File: src/rtl/axi_lite_master.sv
// Single-outstanding AXI4-Lite initiator.
// Turns a cmd/rsp handshake into one complete AXI4-Lite write or read at a time.
// Every AXI output comes straight from a flop, so no slave input reaches a VALID
// combinationally.
module axi_lite_master #(
  parameter int unsigned ADDR_WIDTH = 4,
  parameter int unsigned DATA_WIDTH = 32
) (
  input  logic                  ACLK,
  input  logic                  ARESETn,
  // Command side
  input  logic                  cmd_valid,
  output logic                  cmd_ready,
  input  logic                  cmd_write,
  input  logic [ADDR_WIDTH-1:0] cmd_addr,
  input  logic [DATA_WIDTH-1:0] cmd_wdata,
  // Response side
  output logic                  rsp_valid,
  output logic                  rsp_write,
  output logic [DATA_WIDTH-1:0] rsp_rdata,
  output logic [1:0]            rsp_resp,
  // Write address channel
  output logic [ADDR_WIDTH-1:0] AWADDR,
  output logic                  AWVALID,
  input  logic                  AWREADY,
  // Write data channel
  output logic [DATA_WIDTH-1:0] WDATA,
  output logic                  WVALID,
  input  logic                  WREADY,
  // Write response channel
  input  logic [1:0]            BRESP,
  input  logic                  BVALID,
  output logic                  BREADY,
  // Read address channel
  output logic [ADDR_WIDTH-1:0] ARADDR,
  output logic                  ARVALID,
  input  logic                  ARREADY,
  // Read data channel
  input  logic [DATA_WIDTH-1:0] RDATA,
  input  logic [1:0]            RRESP,
  input  logic                  RVALID,
  output logic                  RREADY
);

  typedef enum logic [2:0] {
    StIdle,
    StWrite,
    StWresp,
    StRaddr,
    StRdata
  } state_e;

  state_e state_q, state_d;

  logic                  cmd_ready_q, cmd_ready_d;
  logic                  awvalid_q, awvalid_d;
  logic                  wvalid_q, wvalid_d;
  logic                  bready_q, bready_d;
  logic                  arvalid_q, arvalid_d;
  logic                  rready_q, rready_d;
  logic [ADDR_WIDTH-1:0] awaddr_q, awaddr_d;
  logic [DATA_WIDTH-1:0] wdata_q, wdata_d;
  logic [ADDR_WIDTH-1:0] araddr_q, araddr_d;
  logic                  rsp_valid_q, rsp_valid_d;
  logic                  rsp_write_q, rsp_write_d;
  logic [DATA_WIDTH-1:0] rsp_rdata_q, rsp_rdata_d;
  logic [1:0]            rsp_resp_q, rsp_resp_d;

  // Next-state and next-output logic; every register holds unless a handshake moves it.
  always_comb begin
    state_d     = state_q;
    awvalid_d   = awvalid_q;
    wvalid_d    = wvalid_q;
    bready_d    = bready_q;
    arvalid_d   = arvalid_q;
    rready_d    = rready_q;
    awaddr_d    = awaddr_q;
    wdata_d     = wdata_q;
    araddr_d    = araddr_q;
    rsp_valid_d = 1'b0;
    rsp_write_d = rsp_write_q;
    rsp_rdata_d = rsp_rdata_q;
    rsp_resp_d  = rsp_resp_q;

    case (state_q)
      StIdle: begin
        if (cmd_valid && cmd_ready_q) begin
          if (cmd_write) begin
            awaddr_d  = cmd_addr;
            wdata_d   = cmd_wdata;
            awvalid_d = 1'b1;
            wvalid_d  = 1'b1;
            state_d   = StWrite;
          end else begin
            araddr_d  = cmd_addr;
            arvalid_d = 1'b1;
            state_d   = StRaddr;
          end
        end
      end
      StWrite: begin
        // AW and W complete independently; a low VALID here means that half is done.
        awvalid_d = awvalid_q && !AWREADY;
        wvalid_d  = wvalid_q && !WREADY;
        if (!awvalid_d && !wvalid_d) begin
          bready_d = 1'b1;
          state_d  = StWresp;
        end
      end
      StWresp: begin
        if (BVALID) begin
          bready_d    = 1'b0;
          rsp_valid_d = 1'b1;
          rsp_write_d = 1'b1;
          rsp_rdata_d = '0;
          rsp_resp_d  = BRESP;
          state_d     = StIdle;
        end
      end
      StRaddr: begin
        if (ARREADY) begin
          arvalid_d = 1'b0;
          rready_d  = 1'b1;
          state_d   = StRdata;
        end
      end
      StRdata: begin
        if (RVALID) begin
          rready_d    = 1'b0;
          rsp_valid_d = 1'b1;
          rsp_write_d = 1'b0;
          rsp_rdata_d = RDATA;
          rsp_resp_d  = RRESP;
          state_d     = StIdle;
        end
      end
      default: state_d = StIdle;
    endcase

    // Registered so cmd_ready is low throughout reset and rises with the first IDLE cycle.
    cmd_ready_d = (state_d == StIdle);
  end

  // State and output registers, cleared asynchronously.
  always_ff @(posedge ACLK or negedge ARESETn) begin
    if (!ARESETn) begin
      state_q     <= StIdle;
      cmd_ready_q <= 1'b0;
      awvalid_q   <= 1'b0;
      wvalid_q    <= 1'b0;
      bready_q    <= 1'b0;
      arvalid_q   <= 1'b0;
      rready_q    <= 1'b0;
      awaddr_q    <= '0;
      wdata_q     <= '0;
      araddr_q    <= '0;
      rsp_valid_q <= 1'b0;
      rsp_write_q <= 1'b0;
      rsp_rdata_q <= '0;
      rsp_resp_q  <= 2'b00;
    end else begin
      state_q     <= state_d;
      cmd_ready_q <= cmd_ready_d;
      awvalid_q   <= awvalid_d;
      wvalid_q    <= wvalid_d;
      bready_q    <= bready_d;
      arvalid_q   <= arvalid_d;
      rready_q    <= rready_d;
      awaddr_q    <= awaddr_d;
      wdata_q     <= wdata_d;
      araddr_q    <= araddr_d;
      rsp_valid_q <= rsp_valid_d;
      rsp_write_q <= rsp_write_d;
      rsp_rdata_q <= rsp_rdata_d;
      rsp_resp_q  <= rsp_resp_d;
    end
  end

  assign cmd_ready = cmd_ready_q;
  assign rsp_valid = rsp_valid_q;
  assign rsp_write = rsp_write_q;
  assign rsp_rdata = rsp_rdata_q;
  assign rsp_resp  = rsp_resp_q;
  assign AWADDR    = awaddr_q;
  assign AWVALID   = awvalid_q;
  assign WDATA     = wdata_q;
  assign WVALID    = wvalid_q;
  assign BREADY    = bready_q;
  assign ARADDR    = araddr_q;
  assign ARVALID   = arvalid_q;
  assign RREADY    = rready_q;

endmodule

File: config.mk
export PLATFORM = sky130hd
export DESIGN_NAME = axi_lite_master
export DESIGN_NICKNAME = d
export VERILOG_FILES = /design/src/rtl/axi_lite_master.sv
export SDC_FILE = /design/constraint.sdc
export NUM_CORES = 1
export LEC_CHECK = 0
export CORE_AREA = 2 2 66 131
export DETAILED_ROUTE_END_ITERATION = 10
export DIE_AREA = 0 0 68 133
export PLACE_DENSITY_LB_ADDON = 0.08
export SLEW_MARGIN = 20
export SYNTH_ARGS = -nofsm -noshare
export SYNTH_HDL_FRONTEND = slang
export SYNTH_SLANG_ARGS = --single-unit
File: constraint.sdc
create_clock -name ACLK -period 2.37 [get_ports ACLK]
set_clock_uncertainty 0.05 [all_clocks]
set_input_delay 0.237 -clock ACLK [delete_from_list [all_inputs] [get_ports ACLK]]
set_output_delay 0.237 -clock ACLK [all_outputs]
set_load 0.1 [all_outputs]
# == Word level (Yosys, flattened, before mapping) ==
# Cells that the tools add are included.
# word_totals
regBits,85
romBits,0
latchBits,0
n_memories,0
in_bits,81
mem_bits_rw,0
# classes
mux,32
magnitude_cmp,0
n_div,0
n_reduce_logical,22
bitwise,1
n_shift,0
multipliers,0
n_eq_ne,11
add_sub_neg,0
# ops
op,n
32-bit 2-to-1 mux,2
32-bit case mux with 2 select lines,1
3-bit AND reduction,6
3-bit 2-to-1 mux,5
3-bit case mux with 5 select lines,1
2-bit inequality test (second input constant),7
1-bit case mux with 2 select lines,7
1-bit 2-to-1 mux,12
2-bit nonzero test,5
3-bit by 2-bit equality test with 1-bit output (second input constant),2
3-bit logical NOT,2
2-bit 2-to-1 mux,3
1-bit logical AND,4
1-bit logical NOT,4
2-bit case mux with 2 select lines,1
4-bit AND reduction,1
3-bit by 1-bit equality test with 1-bit output (second input constant),1
3-bit equality test (second input constant),1
1-bit inverter,1

# == Longest topological paths before layout ==
# depth
word_depth,7
depth_mapped,7
depth_no_buf,4

# == Worst setup path after synthesis ==
# No wires, ideal clock.
# synth_path
path_type,register -> register
start,"register cmd_ready_q, in the netlist cmd_ready"
end,"register wdata_q[12], in the netlist WDATA[12]"
n_path_buf,2
required_time_ns,2.195
stages_incl_launch_ff,5
arrival_ns,1.805
slack_ns,0.389
setup_time_ns,0.125
path_cell_list,dfrtp_1 > nand4_1 > buf_6 > buf_6 > mux2_4
# synth_between
elab_chain_len,2
# synth_rtl
item,line_no,source
start: declaration,55,"logic cmd_ready_q, cmd_ready_d;"
start signal: assignment,163,cmd_ready_q <= cmd_ready_d;
1-bit logical AND,87,if (cmd_valid && cmd_ready_q) begin
3-bit AND reduction (no source line),--,
end signal: assignment,170,wdata_q <= wdata_d;
end: declaration,62,"logic [DATA_WIDTH-1:0] wdata_q, wdata_d;"
# Every way passes these cells.
# A chain may end at the register's enable or synchronous reset.

# == Worst setup path after layout ==
# layout_path
start,register state_q[1]
end,"register wdata_q[9], in the netlist WDATA[9]"
# layout_between
elab_chain_len,2
# layout_rtl
item,line_no,source
start: declaration,53,"state_e state_q, state_d;"
start signal: assignment,147,state_q <= StIdle;
start signal: assignment,162,state_q <= state_d;
3-bit logical NOT,85,case (state_q)
3-bit AND reduction (no source line),--,
# Every way passes these cells.

==> results.yml <==
outcome:
  outcome: "finished, final reports clean"
detailed_routing:
  wl_per_cell_um: 14.1
  vias_per_cell: 4.75
  drc: 0
  drt_iter0_drc: 169
  drtAntennaViolNets: 0
  vias: 2614
  routed_wl_um: 7760
  first_pass_iters: 4
yosys:
  avgSynthCellArea_um2: 12.0
  yosysSeqAreaShare_pct: 61.6
  synthesis.nets: 368
  synth_cells: 287
  synth_seq_cells: 85
  synth_cell_types: 30
  syn-cell-area_um2: 3450
  ys_warn_count: 0
setup_path:
  worstPathMaxFanout: 23
  reg2regPathDepth: 4
  cp_slowest_cell: "dfrtp_1"
  crit_arrival_ps: 1900
  reg2reg_from: "state_q[1]"
  critical_path.cell_chain: "nor3_4 > nand4_1 > buf_4 > mux2_2"
  setup.worst_path.start_class: "flip-flop"
  timing_worst_setup_path_type: "reg2reg"
  critical_path.top_delay_family: "flip-flops"
  r2r_slack_ps: 630
  cp.required_ps: 2530
  r2r-end: "WDATA[9]"
  cp_num_buf_inv: 1
  slowest_delay_ps: 650
  cp-end-kind: "flip-flop"
global_routing:
  grt_pass1_wl_um: 12100
  grt_pass1_vias: 2521
  antenna_found_initial: 0
  track_usage_pct: 17.6
  grt_max_degree: 70
  grt_remaining_overflow: 0
cts:
  clk_latency_ps: 330
  cts_root_buf: "clkbuf_16"
  post_cts_resized: 0
  numCtsBuffers: 9
  clk_path_buf_depth: 2
  cts_tree: "yes"
  htree_levels: 3
  clkTransAtPathRegs_ps: 60
  clock-sinks: 85
sta:
  rsz0062_at_grt: "false"
  finalSetupViolations: 0
  timing.fmax_ghz: 0.575
  period_share_pct: 73.4
  period_minus_slack_ps: 1740
  worst-slew-pin-transition_ps: 529
  slew_headroom_pct: 64.7
  maxSlewViolCount: 0
  final-hold-violation-count: 0
  setup_tns_ps: 0
cells_and_area:
  syn_to_final_growth_pct: 51.9
  drive_gt1_share_pct: 31.6
  num_antenna_cells: 0
  n_fill_cell: 671
  num-nets-final: 530
  fin_area_um2: 5250
floorplan:
  die_area_um2: 9040
  die_y_um: 133
  ioPinCount: 163
  initial_core_util_pct: 42.6
  core_um2: 8120
  die_w_um: 68
  num_rows: 47
placed_design:
  portBuffers: 162
  dp_hpwl_um: 5780
  postPlaceCellArea_um2: 4950
  gp_congestion: 0.780
run:
  cap_violations: 0
min_path:
  hold_class: "in2async"
-- area by class of cell --
cell class | count | area [um2] | area share [%]
Sequential cell | 85 | 2130 | 40.5
Timing Repair Buffer | 168 | 1490 | 28.3
Multi-Input combinational cell | 180 | 1210 | 23.1
Clock buffer | 12 | 246 | 4.70
Tap cell | 98 | 123 | 2.34
Clock inverter | 2 | 35.0 | 0.668
Inverter | 5 | 18.8 | 0.358
-- through the flow --
stage                     util, %  hold slack, ps  instances  worst slack, ps
final                        64.6             371        550              630
after global routing         64.6             418        550              535
after CTS                    64.6             391        550              618
after detailed placement     61.1             200        535              632
after global placement       61.1             187        535              694
after floorplan                 -            -109        287              389
-- placed cells by master, fill, tap and decap left out, drive strengths merged --
master / Yosys / routed
nor3b: 1 / 1
dfrtp: 85 / 85
o22ai: 1 / 1
mux2i: 2 / 2
inv: 5 / 5
dlygate4sd3: 0 / 1
nand4b: 1 / 1
nand3b: 1 / 1
clkinv: 0 / 1
a31oi: 2 / 2
a311o: 1 / 1
o21ai: 40 / 40
a41oi: 1 / 1
nand3: 2 / 2
bufinv: 0 / 1
nor2: 1 / 1
clkbuf: 3 / 12
nor3: 3 / 3
nand4: 2 / 2
nand2: 73 / 73
and3b: 2 / 2
nand2b: 3 / 3
buf: 14 / 88
a21oi: 2 / 2
clkdlybuf4s50: 0 / 79
a22oi: 2 / 2
mux2: 40 / 40
-- Yosys cell counts --
| library cell | n | area share, % |
|---|---|---|
| a22oi_1 | 2 | 0.43 |
| nand3b_1 | 1 | 0.22 |
| inv_1 | 5 | 0.54 |
| nor3_1 | 1 | 0.14 |
| nor3b_1 | 1 | 0.22 |
| nand2b_1 | 3 | 0.54 |
| and3b_1 | 2 | 0.51 |
| nand3_1 | 2 | 0.29 |
| nor3_4 | 1 | 0.47 |
| o21ai_1 | 6 | 0.87 |
| mux2_4 | 18 | 7.8 |
| buf_6 | 4 | 1.3 |
| o22ai_1 | 1 | 0.18 |
| nand4b_1 | 1 | 0.25 |
| nand2_1 | 73 | 7.9 |
| a311o_1 | 1 | 0.29 |
| a41oi_1 | 1 | 0.25 |
| clkbuf_1 | 3 | 0.33 |
| o21ai_0 | 33 | 4.8 |
| nor3_2 | 1 | 0.29 |
| dfrtp_1 | 85 | 62 |
| a21oi_1 | 2 | 0.29 |
| nor2_1 | 1 | 0.11 |
| mux2_2 | 22 | 7.2 |
| nand4_1 | 2 | 0.36 |
| buf_4 | 2 | 0.43 |
| mux2i_1 | 2 | 0.58 |
| a31oi_1 | 2 | 0.36 |
| o21ai_2 | 1 | 0.25 |
| buf_2 | 8 | 1.2 |
-- logic make-up after synthesis --
family	after synthesis	share of synthesized area, %
simple gates	89	11.3
compound gates	49	7.72
buf+inv	22	3.77
mux	42	15.6
flops	85	61.6
-- routing by layer --
layer | vias to the layer above | part of all wire [%] | GRT usage, %
li1 | 1291 | - | -
met1 | 1216 | 41 | 22.9
met2 | 99 | 50 | 27.4
met3 | 8 | 7.5 | 4.42
met4 | 0 | 1.7 | 7.33
met5 | - | 0 | 0
-- timing repair --
| action | 4_1_cts | 5_1_grt |
|---|---|---|
| buffers inserted | 0 | 0 |
| hold endpoints to repair | 40 | 0 |
| hold buffers | 1 | 0 |
| setup endpoints to repair | 0 | 0 |
-- worst max-delay path by stage --
stage | startpoint | end | slack, ps | cells after the start
finish | state_q[1] | WDATA[9] | 630 | 4
global route | state_q[1] | WDATA[5] | 540 | 4
CTS | state_q[1] | WDATA[9] | 620 | 4
detailed placement | state_q[1] | WDATA[6] | 630 | 4
global placement | cmd_valid | WDATA[30] | 690 | 4
floorplan | cmd_ready | WDATA[12] | 390 | 4
-- state kept, by name, summed over array words and instances (netlist names), 2 cells and up --
signal     count
state_q        3
WDATA         32
ARADDR         4
rsp_resp       2
rsp_rdata     32
AWADDR         4
Power is not shown: default switching activity piles up to over one toggle a cycle in this logic, so the estimate is an artifact.
